<file path="config.mk">
export PLATFORM = sky130hd
export DESIGN_NAME = branch_bht
export DESIGN_NICKNAME = d
export VERILOG_FILES = /design/src/rtl/rv32i_types.sv /design/src/rtl/bht_sat_counter.sv /design/src/rtl/branch_bht.sv
export SDC_FILE = /design/constraint.sdc
export NUM_CORES = 1
export LEC_CHECK = 0
export ABC_AREA = 1
export BUFFER_PORTS_ARGS = -buffer_cell sky130_fd_sc_hd__buf_4
export CORE_MARGIN = 2
export CORE_UTILIZATION = 45
export CTS_CLUSTER_DIAMETER = 40
export DETAILED_ROUTE_END_ITERATION = 10
export GPL_TIMING_DRIVEN = 0
export MAX_ROUTING_LAYER = met4
export PLACE_DENSITY = 0.65
export SKIP_LAST_GASP = 1
export SYNTH_ARGS = -nofsm -noshare
export SYNTH_HDL_FRONTEND = slang
export SYNTH_HIERARCHICAL = 1
export SYNTH_SLANG_ARGS = --single-unit
</file>
<file path="constraint.sdc">
create_clock -name clk -period 6.23 [get_ports clk]
set_input_delay 0.623 -clock clk [delete_from_list [all_inputs] [get_ports clk]]
set_output_delay 0.623 -clock clk [all_outputs]
set_load 0.03 [all_outputs]
</file>
<file path="src/rtl/rv32i_types.sv">
// Shared RV32I core types; this slice carries the branch-predictor state encoding.
package rv32i_types;

    typedef enum logic [1:0] {
        SNT = 2'b00,
        WNT = 2'b01,
        WT  = 2'b10,
        ST  = 2'b11
    } bht_state_t;

    localparam bht_state_t BHT_RESET_STATE = WNT;

endpackage

</file>
<file path="src/rtl/bht_sat_counter.sv">
// One 2-bit saturating up/down predictor entry; moves one step toward the
// resolved outcome whenever its write enable is asserted.
module bht_sat_counter
    import rv32i_types::*;
(
    input  logic       clk,
    input  logic       rst,
    input  logic       we_i,
    input  logic       taken_i,
    output bht_state_t state_o
);

    bht_state_t state_q, state_d;

    // NOTE: state_d gets its hold value first so no path leaves it unassigned (no latch).
    always_comb begin
        state_d = state_q;
        if (we_i) begin
            if (taken_i) begin
                if (state_q != ST) state_d = bht_state_t'(state_q + 2'd1);
            end else begin
                if (state_q != SNT) state_d = bht_state_t'(state_q - 2'd1);
            end
        end
    end

    // NOTE: every entry is reset because a cold predictor must start at WNT;
    // state registers use <= so all entries update from pre-edge values.
    always_ff @(posedge clk) begin
        if (rst) state_q <= BHT_RESET_STATE;
        else     state_q <= state_d;
    end

    assign state_o = state_q;

endmodule

</file>
<file path="src/rtl/branch_bht.sv">
// Branch history table with resolve-stage training, mispredict detection,
// registered flush/redirect back to fetch and branch statistics.
module branch_bht
    import rv32i_types::*;
#(
    parameter int ENTRIES = 64,
    localparam int IDX_W  = $clog2(ENTRIES)
) (
    input  logic        clk,
    input  logic        rst,
    input  logic [31:0] pred_pc,
    output logic        pred_taken,
    input  logic        ex_valid,
    input  logic        ex_is_br,
    input  logic [31:0] ex_pc,
    input  logic        ex_br_en,
    input  logic        ex_pred_taken,
    input  logic [31:0] ex_target,
    output logic        flush,
    output logic [31:0] redirect_pc,
    output logic [31:0] br_count,
    output logic [31:0] mispred_count
);

    logic [IDX_W-1:0] pred_idx, ex_idx;
    logic             res, mis;
    bht_state_t       entry_state [ENTRIES];

    logic        flush_q, flush_d;
    logic [31:0] redirect_q, redirect_d;
    logic [31:0] br_cnt_q, br_cnt_d;
    logic [31:0] mis_cnt_q, mis_cnt_d;

    assign pred_idx = pred_pc[IDX_W+1:2];
    assign ex_idx   = ex_pc[IDX_W+1:2];

    // Address bits outside the index are deliberately ignored (untagged table).
    logic unused_pc_bits;
    assign unused_pc_bits = ^{pred_pc[31:IDX_W+2], pred_pc[1:0], ex_pc[1:0]};

    // The instruction in execute while a flush is out is wrong-path.
    assign res = ex_valid & ex_is_br & ~flush_q;
    assign mis = res & (ex_br_en != ex_pred_taken);

    for (genvar i = 0; i < ENTRIES; i++) begin : g_entry
        bht_sat_counter u_ctr (
            .clk     (clk),
            .rst     (rst),
            .we_i    (res && (ex_idx == IDX_W'(i))),
            .taken_i (ex_br_en),
            .state_o (entry_state[i])
        );
    end

    assign pred_taken = entry_state[pred_idx][1];

    always_comb begin
        flush_d    = mis;
        redirect_d = redirect_q;
        br_cnt_d   = br_cnt_q + {31'd0, res};
        mis_cnt_d  = mis_cnt_q + {31'd0, mis};
        if (mis) redirect_d = ex_br_en ? ex_target : ex_pc + 32'd4;
    end

    always_ff @(posedge clk) begin
        if (rst) begin
            flush_q    <= 1'b0;
            redirect_q <= 32'h0;
            br_cnt_q   <= 32'd0;
            mis_cnt_q  <= 32'd0;
        end else begin
            flush_q    <= flush_d;
            redirect_q <= redirect_d;
            br_cnt_q   <= br_cnt_d;
            mis_cnt_q  <= mis_cnt_d;
        end
    end

    assign flush         = flush_q;
    assign redirect_pc   = redirect_q;
    assign br_count      = br_cnt_q;
    assign mispred_count = mis_cnt_q;

endmodule

</file>
Word level (Yosys, flattened, before mapping)
Index checks and enable logic that the tools add are counted.
- register bits after elaboration: 225
- bits of input ports: 102
- output and inout port bits: 98
- word-level logic and storage cells: 850
- add/subtract/negate cells: 131
- $lt $le $gt $ge: 1
- eq/ne operators: 192
- muxes and demuxes: 196
- bitwise gates (word level): 5
- reduce and logical (&&, ||, !) cells: 257
- operator list (cell ; number):
    $mux 2 ; 194
    $reduce_bool 2->1 ; 128
    $eq 6x6->1 const B ; 32
    $reduce_and 3->1 ; 64
    $add 2x1->2 const B ; 64
    $ne 2x1->1 const B ; 64
    $ne 2x2->1 const B ; 64
    $sub 2x1->2 const B ; 64
    $eq 6x5->1 const B ; 16
    $add 32x1->32 ; 2
    $logic_and 1x1->1 ; 64
    $eq 6x4->1 const B ; 8
    $add 32x3->32 const B ; 1
    $mux 32 ; 1
    $eq 6x3->1 const B ; 4
    $bmux 2 s6 ; 1
    $eq 6x2->1 const B ; 2
    $ge 7x7->1 const B ; 1
    $not 6->7 ; 1
    $eq 6x1->1 const B ; 1
    $logic_not 6->1 ; 1
    $and 1x1->1 ; 3
    $ne 1x1->1 ; 1
    $not 1->1 ; 1

Logic depth before layout (Yosys ltp)
Gate-level depths: netlist (run 1).
- depth after elaboration: 4
- depth in mapped cells: 16
- mapped depth without buffers: 15

Modules after synthesis
Netlist (run 1), hierarchy kept.
- by module, submodules not included (module ; times used ; cells each ; area an instance (um^2) ; sequential area each (um^2)):
    bht_sat_counter ; 64 ; 18 ; 108.9 ; 40.0
    branch_bht ; 1 ; 1143 ; 6560.0 ; 1941.9

Worst setup path after synthesis (run 1)
No wires, ideal clock.
- path type: input to register
- from: in ex_br_en
- to: reg mis_cnt_q[18], in the netlist mispred_count[18]
- setup time: 0.116 ns
- data arrival time: 2.676 ns
- required time: 6.114 ns
- slack: 3.438 ns
- stages on the path: 16
- buffers on the path: 2
- cells stage by stage: buf_4 > inv_2 > or2_1 > a21oi_4 > buf_2 > ha_1 > ha_1 > nand2_1 > nor2_2 > nand2_1 > nor2_1 > nand3_1 > nor2_1 > inv_1 > o21ai_0 > nor2_1
- cells in the longest elaborated chain, start to end: 3
- ends and longest elaborated chain (element ; RTL line ; text):
    start, declared ; branch_bht.sv:16 ; input logic ex_br_en,
    $ne 1x1->1 ; branch_bht.sv:43 ; assign mis = res & (ex_br_en != ex_pred_taken);
    $and 1x1->1 ; branch_bht.sv:43 ;
    net flush_d ; branch_bht.sv:29 ; logic flush_q, flush_d;
    $add 32x1->32 ; branch_bht.sv:61 ; mis_cnt_d = mis_cnt_q + {31'd0, mis};
    end signal, assigned ; branch_bht.sv:75 ; mis_cnt_q <= mis_cnt_d;
    end, declared ; branch_bht.sv:32 ; logic [31:0] mis_cnt_q, mis_cnt_d;
The timed path passes the listed nets, and every way through them passes these cells.
A chain may end at the register's enable or synchronous reset.

Worst setup path after layout (run 1)
Same ends and word-level chain as after synthesis.

==> results of run 1 <==
logic make-up (layout without fill, tap and decap cells):
family          count (synthesis)  in the layout  share of synthesized area [%]
compound gates                333            333                           12.6
xor+xnor                       15             15                          0.971
fa+ha+maj                       8              8                          0.740
buf+inv                       520            766                           14.6
flops                         225            225                           33.3
simple gates                 1194           1194                           37.7
cells in the mapped netlist:
cell,instances
o21ai_1,1
and2_1,1
buf_1,2
nand2_2,64
clkbuf_2,2
nor3_1,29
dfxtp_1,225
ha_1,8
xor2_1,5
o21a_1,3
and2_0,1
a21oi_1,149
a21oi_4,1
nand3_2,1
nor3b_1,2
inv_2,3
nor2_4,2
or2_0,1
xnor2_1,10
nand4_1,12
inv_1,478
buf_4,1
o21ai_0,168
buf_2,5
a211oi_1,2
nor4_1,1
nand3b_1,9
nand2_1,536
o211ai_1,2
or2_1,1
nand3_1,229
or2_2,5
nor2_1,292
buf_6,2
clkbuf_1,27
a31oi_1,6
nor2_2,4
and3_1,3
o31ai_1,1
nor3_2,1
area by class of cell:
| cell class | count | area share, % |
|---|---|---|
| well taps | 390 | 2.92 |
| plain buffers | 39 | 1.04 |
| repair buffers | 171 | 7.81 |
| clock inverters | 26 | 1.76 |
| clock buffers | 49 | 6.67 |
| flip-flops and latches | 225 | 26.9 |
| inverters | 481 | 10.8 |
| multi-input cells | 1550 | 42.1 |
worst max path at each step:
| stage | from | to | slack (ps) | cells past startpoint |
|---|---|---|---|---|
| floorplan | ex_br_en | mispred_count[18] | 3440 | 16 |
| global placement | ex_br_en | mispred_count[18] | 1770 | 17 |
| detailed placement | ex_br_en | mispred_count[18] | 1680 | 17 |
| CTS | ex_br_en | mispred_count[18] | 2250 | 17 |
| global route | ex_br_en | mispred_count[18] | 1850 | 17 |
| finish | ex_br_en | mispred_count[18] | 2190 | 17 |
sequential cells by signal (all words and copies together), names as in the netlist:
signal                 flops
mispred_count             32
br_count                  32
g_entry.u_ctr/state_o    128
flush                      1
redirect_pc               32
stage by stage:
stage | instances | total power, mW
floorplan | 2295 | 1.67
global placement | 2855 | 1.82
detailed placement | 2855 | 1.82
CTS | 2930 | 4.10
global route | 2931 | 4.20
finish | 2931 | 4.07
routing by layer:
layer	part of all wire (%)	GRT usage, %	wire length (um)	up-vias
met3	5.4	3.36	2160	99
met1	45	33.5	18000	6509
met5	0	-	0	-
met2	47	41.8	18900	373
li1	-	-	-	7552
met4	3.1	8.95	1240	0
where the power goes:
part | total [mW] | switching [mW] | internal, mW
Sequential | 1.46 | 0.00931 | 1.46
Combinational | 0.332 | 0.221 | 0.111
Clock | 2.27 | 0.815 | 1.46
worst min-delay path, delay by kind of cell:
kind / cells / cell delay (ps)
buf+inv: 1 / 110
compound gates: 1 / 70
simple gates: 1 / 50
==> reports/results.ini, run 1 <==
[status]
outcome=completed

[clocking]
clk_latency_ps=530
htreeDepth=2
tritoncts=done
postCtsSetupBuffers=0
cts-hold-fix-buffers=0
cts_buffer_depth=3
cts-root-buf=clkbuf_16
cts_sinks=225
clk_pin_slew_ps=50
post_cts_resize_count=0
cts_buffers=41

[critical_path]
crit_family=buffers and inverters
timing.rr.end=mispred_count[18]
crit_type=in2reg
worst_setup_path_end_kind=flip-flop
worst_ep_arrival_time_ps=4470
crit_chain=buf_4, buf_4, inv_2, or2_1, a21oi_4, buf_2, ha_1, ha_1, nand2_1, nor2_2, nand2_1, nor2_1, nand3_1, nor2_1, inv_1, o21ai_0, nor2_1
worstPathMaxFanout=129
required_ps=6660
worst-path-buf-inv=5
reg2reg_from=flush
worst_path_max_delay_cell=buf_4
crit_path_frequent_cell=nor2_1
r2r_slack_ps=3050
slowest_delay_ps=890
start_kind=input pin
reg2reg_depth=15

[routing]
dr.pass1.iters=7
drtIter0Drc=1027
vias_per_cell=4.96
wire_per_inst_um=13.7
drcViolationCount=0
vias=14500
finalWirelength_mm=40.3
drtAntennaViolNets=0

[global_route]
grt_pass1_vias=13000
antenna_found_initial=0
gr-total-overflow=0
grt_pass1_wl_mm=64.5
grtUsageTotal_pct=26.0
grt_max_degree=130

[final_layout]
final_area_sq_mm=0.0167
fin_nets=2619
syn_to_final_growth_pct=23.7
insertedDiodeCount=0
final_cell_mix=nand2_1, inv_1, nor2_1
final_common_cell=nand2_1
fill_cells=2986
seqCellArea_sq_mm=0.00450
drive_gt1_share_pct=13.2
multi_input_area_sq_mm=0.00704
finish.utilization_pct=56.5

[floorplanning]
dieWidth_um=177
start_util_pct=45.6
dieArea_sq_mm=0.0315
die_h_um=177
num_rows=63
core_sq_mm=0.0296
io_pins=200

[synthesis]
synth_top_area_share_pct=33.3
netlist_area_sq_mm=0.0135
yosys.area.top_type=dfxtp_1
yosysWarningCount=6
ys_top_cells_by_area=dfxtp_1, nand2_1, inv_1
syn_avg_cell_area_sq_um=5.89
netlist_instances=2295
synth_fp_nets=2405
yosysSeqAreaShare_pct=33.3
yosysUniqueCellTypes=40
ys_ff_latch=225

[run]
drv_cap=0

[hold_path]
hold_start=ex_pc[1]
hold_depth=3
hold-path-endpoint=redirect_pc[1]
hold_path_class=in2reg

[sta]
min_period_over_period_pct=64.9
slew_viol_final=0
rsz0062_at_grt=false
fmax_mhz=247
setup_slack_ps=2190
hold_slack_ps=369
setup-tns-final_ps=0
finalSetupViolations=0
slew_headroom_pct=14.1
fin_skew_ps=16.9
period_needed_ps=4040
hold_viol=0
max_slew.worst_pin.slew_ps=1290

[placed_design]
postPlaceCellArea_sq_mm=0.0153
dp_worst_setup_slack_ps=1680
port_buffers=170
dpl.hpwl_mm=29.2
routabilityCongestion=0.904

[power]
p_per_area_mw_per_mm2=243
ir_drop_uv=166
power_leakage_nw=7.65

Note: power is estimated with default switching activity, not from simulation.
==> inputs of run 2 (changes only) <==
==> constraint.sdc (replaced) <==
create_clock -name clk -period 3.8 [get_ports clk]
set_input_delay 0.38 -clock clk [delete_from_list [all_inputs] [get_ports clk]]
set_output_delay 0.38 -clock clk [all_outputs]
set_load 0.03 [all_outputs]
==> run 2 against run 1 <==
Wire length up 0.13%. Cell area barely moved. Global-route usage stayed put. Critical path type unchanged. Largest cell class unchanged. Highest routed layer unchanged.
==> reports/results.ini, run 2 (synthesis results as in run 1) <==
[status]
outcome=completed  ; unchanged

[critical_path]
slowest_delay_ps=580  ; was 890 ps
reg2reg_depth=15  ; unchanged
crit_chain=clkbuf_8, buf_4, inv_2, or2_1, a21oi_4, buf_2, ha_1, ha_1, nand2_1, nor2_2, nand2_1, nor2_1, nand3_1, nor2_1, inv_1, o21ai_0, nor2_1  ; was buf_4, buf_4, inv_2, or2_1, a21oi_4, buf_2, ha_1, ha_1, nand2_1, nor2_2, nand2_1, nor2_1, nand3_1, nor2_1, inv_1, o21ai_0, nor2_1
crit_family=buffers and inverters  ; unchanged
worst_ep_arrival_time_ps=3840  ; was 4470 ps
required_ps=4230  ; was 6660 ps
timing.rr.end=mispred_count[18]  ; unchanged
critPathLaunch=ex_br_en  ; unchanged
r2r_slack_ps=610  ; was 3050 ps
worst-path-buf-inv=5  ; unchanged
crit_path_frequent_cell=nor2_1  ; unchanged
reg2reg_from=flush  ; unchanged
worst_setup_path_end_kind=flip-flop  ; unchanged
start_kind=input pin  ; unchanged
worst_path_max_delay_cell=clkbuf_8  ; was buf_4
crit_type=in2reg  ; unchanged
worstPathMaxFanout=129  ; unchanged

[hold_path]
hold-path-endpoint=redirect_pc[1]  ; unchanged
hold_start=ex_pc[1]  ; unchanged
hold_path_class=in2reg  ; unchanged
hold_depth=3  ; unchanged

[routing]
finalWirelength_mm=40.4  ; was 40.3 mm
drtIter0Drc=1058  ; was 1027
vias=14600  ; was 14.5k
drcViolationCount=0  ; unchanged
vias_per_cell=4.97  ; was 4.96
drtAntennaViolNets=0  ; unchanged
dr.pass1.iters=7  ; unchanged
wire_per_inst_um=13.8  ; was 13.7 um

[sta]
rsz0062_at_grt=false  ; unchanged
hold_viol=0  ; unchanged
fin_skew_ps=18.7  ; was 16.9 ps
min_period_over_period_pct=89.7
setup_slack_ps=390  ; was 2190 ps
setup-tns-final_ps=0  ; unchanged
slew_headroom_pct=45.8  ; was 14.1%
fmax_mhz=293
period_needed_ps=3410
finalSetupViolations=0  ; unchanged
max_slew.worst_pin.slew_ps=813  ; was 1290 ps
slew_viol_final=0  ; unchanged
hold_slack_ps=126  ; was 369 ps

[global_route]
grt_max_degree=130  ; unchanged
grt_pass1_wl_mm=64.5  ; unchanged
gr-total-overflow=0  ; unchanged
grtUsageTotal_pct=26.0  ; unchanged
grt_pass1_vias=13000  ; unchanged
antenna_found_initial=0  ; unchanged

[final_layout]
fin_nets=2619  ; unchanged
fill_cells=2984  ; was 2986
fin_cells=2931  ; unchanged
multi_input_area_sq_mm=0.00704  ; unchanged
syn_to_final_growth_pct=23.8  ; was 23.7%
finish.utilization_pct=56.5  ; about the same
seqCellArea_sq_mm=0.00450  ; unchanged
final_cell_mix=nand2_1, inv_1, nor2_1  ; unchanged
insertedDiodeCount=0  ; unchanged
drive_gt1_share_pct=13.2  ; unchanged
largest_reg_flops=128  ; unchanged
final_area_sq_mm=0.0167  ; about the same
final_common_cell=nand2_1  ; unchanged

[floorplanning]
start_util_pct=45.6  ; unchanged
dieWidth_um=177  ; unchanged
num_rows=63  ; unchanged
dieArea_sq_mm=0.0315  ; unchanged
io_pins=200  ; unchanged
die_h_um=177  ; unchanged
core_sq_mm=0.0296  ; unchanged

[clocking]
cts_buffers=41  ; unchanged
htreeDepth=2  ; unchanged
cts_sinks=225  ; unchanged
cts_buffer_depth=3  ; unchanged
clk_pin_slew_ps=50  ; about the same
cts-root-buf=clkbuf_16  ; unchanged
clk_latency_ps=540  ; was 530 ps
cts-hold-fix-buffers=0  ; unchanged
tritoncts=done  ; unchanged

[power]
p_total_mw=6.67  ; was 4.07 mW
ir_drop_uv=273  ; was 166 uV
power_leakage_nw=7.65  ; about the same
p_per_area_mw_per_mm2=398  ; was 243 mW/mm^2

[placed_design]
routabilityCongestion=0.904  ; unchanged
dpl.hpwl_mm=29.2  ; unchanged
dp.cells=2855  ; unchanged
port_buffers=170  ; unchanged
postPlaceCellArea_sq_mm=0.0153  ; unchanged
dp_worst_setup_slack_ps=-508  ; was 1680 ps

[run]
drv_cap=0  ; unchanged

==> run 2: changes by cell type in the layout (fill, tap and decap cells not counted), sizes merged <==
| cell | change |
|---|---|
| buf | -1 |
| clkbuf | +1 |
==> run 2: how the worst max path moves through the flow <==
stage,to,slack (ps),cells after the start
floorplan,mispred_count[18],1250,16
global placement,mispred_count[18],-420,17
detailed placement,mispred_count[18],-510,17
CTS,mispred_count[18],70,17
global route,mispred_count[18],50,17
finish,mispred_count[18],390,17
==> run 2: cell type report <==
cell class | count | area share [%]
multi-input cells | 1550 | 42.1
flip-flops and latches | 225 | 26.9
inverters | 481 | 10.8
repair buffers | 171 | 7.85
clock buffers | 49 | 6.67
well taps | 390 | 2.92
clock inverters | 26 | 1.76
plain buffers | 39 | 1.04
==> run 2: metal layers <==
| metal | wire [um] | track usage (%) |
|---|---|---|
| met1 | 17900 | 33.5 |
| met3 | 2290 | 3.36 |
| met4 | 1320 | 8.95 |
| met2 | 18800 | 41.8 |
| met5 | 0 | - |
==> run 2: timing repair <==
item	CTS	global route
setup endpoints to repair	0	6
buffers inserted	0	0
gates resized for setup	0	2
==> run 2: where the power goes <==
part	leakage (nW)	switching [mW]	internal, mW
combinational	5.15	0.361	0.182
clock	0.683	1.33	2.39
sequential	1.82	0.0153	2.39
total	7.65	1.71	4.95
==> run 2: worst min-delay path, stage by stage <==
cell	delay, ps
buf_4	110
nand2_1	50
a31oi_1	70
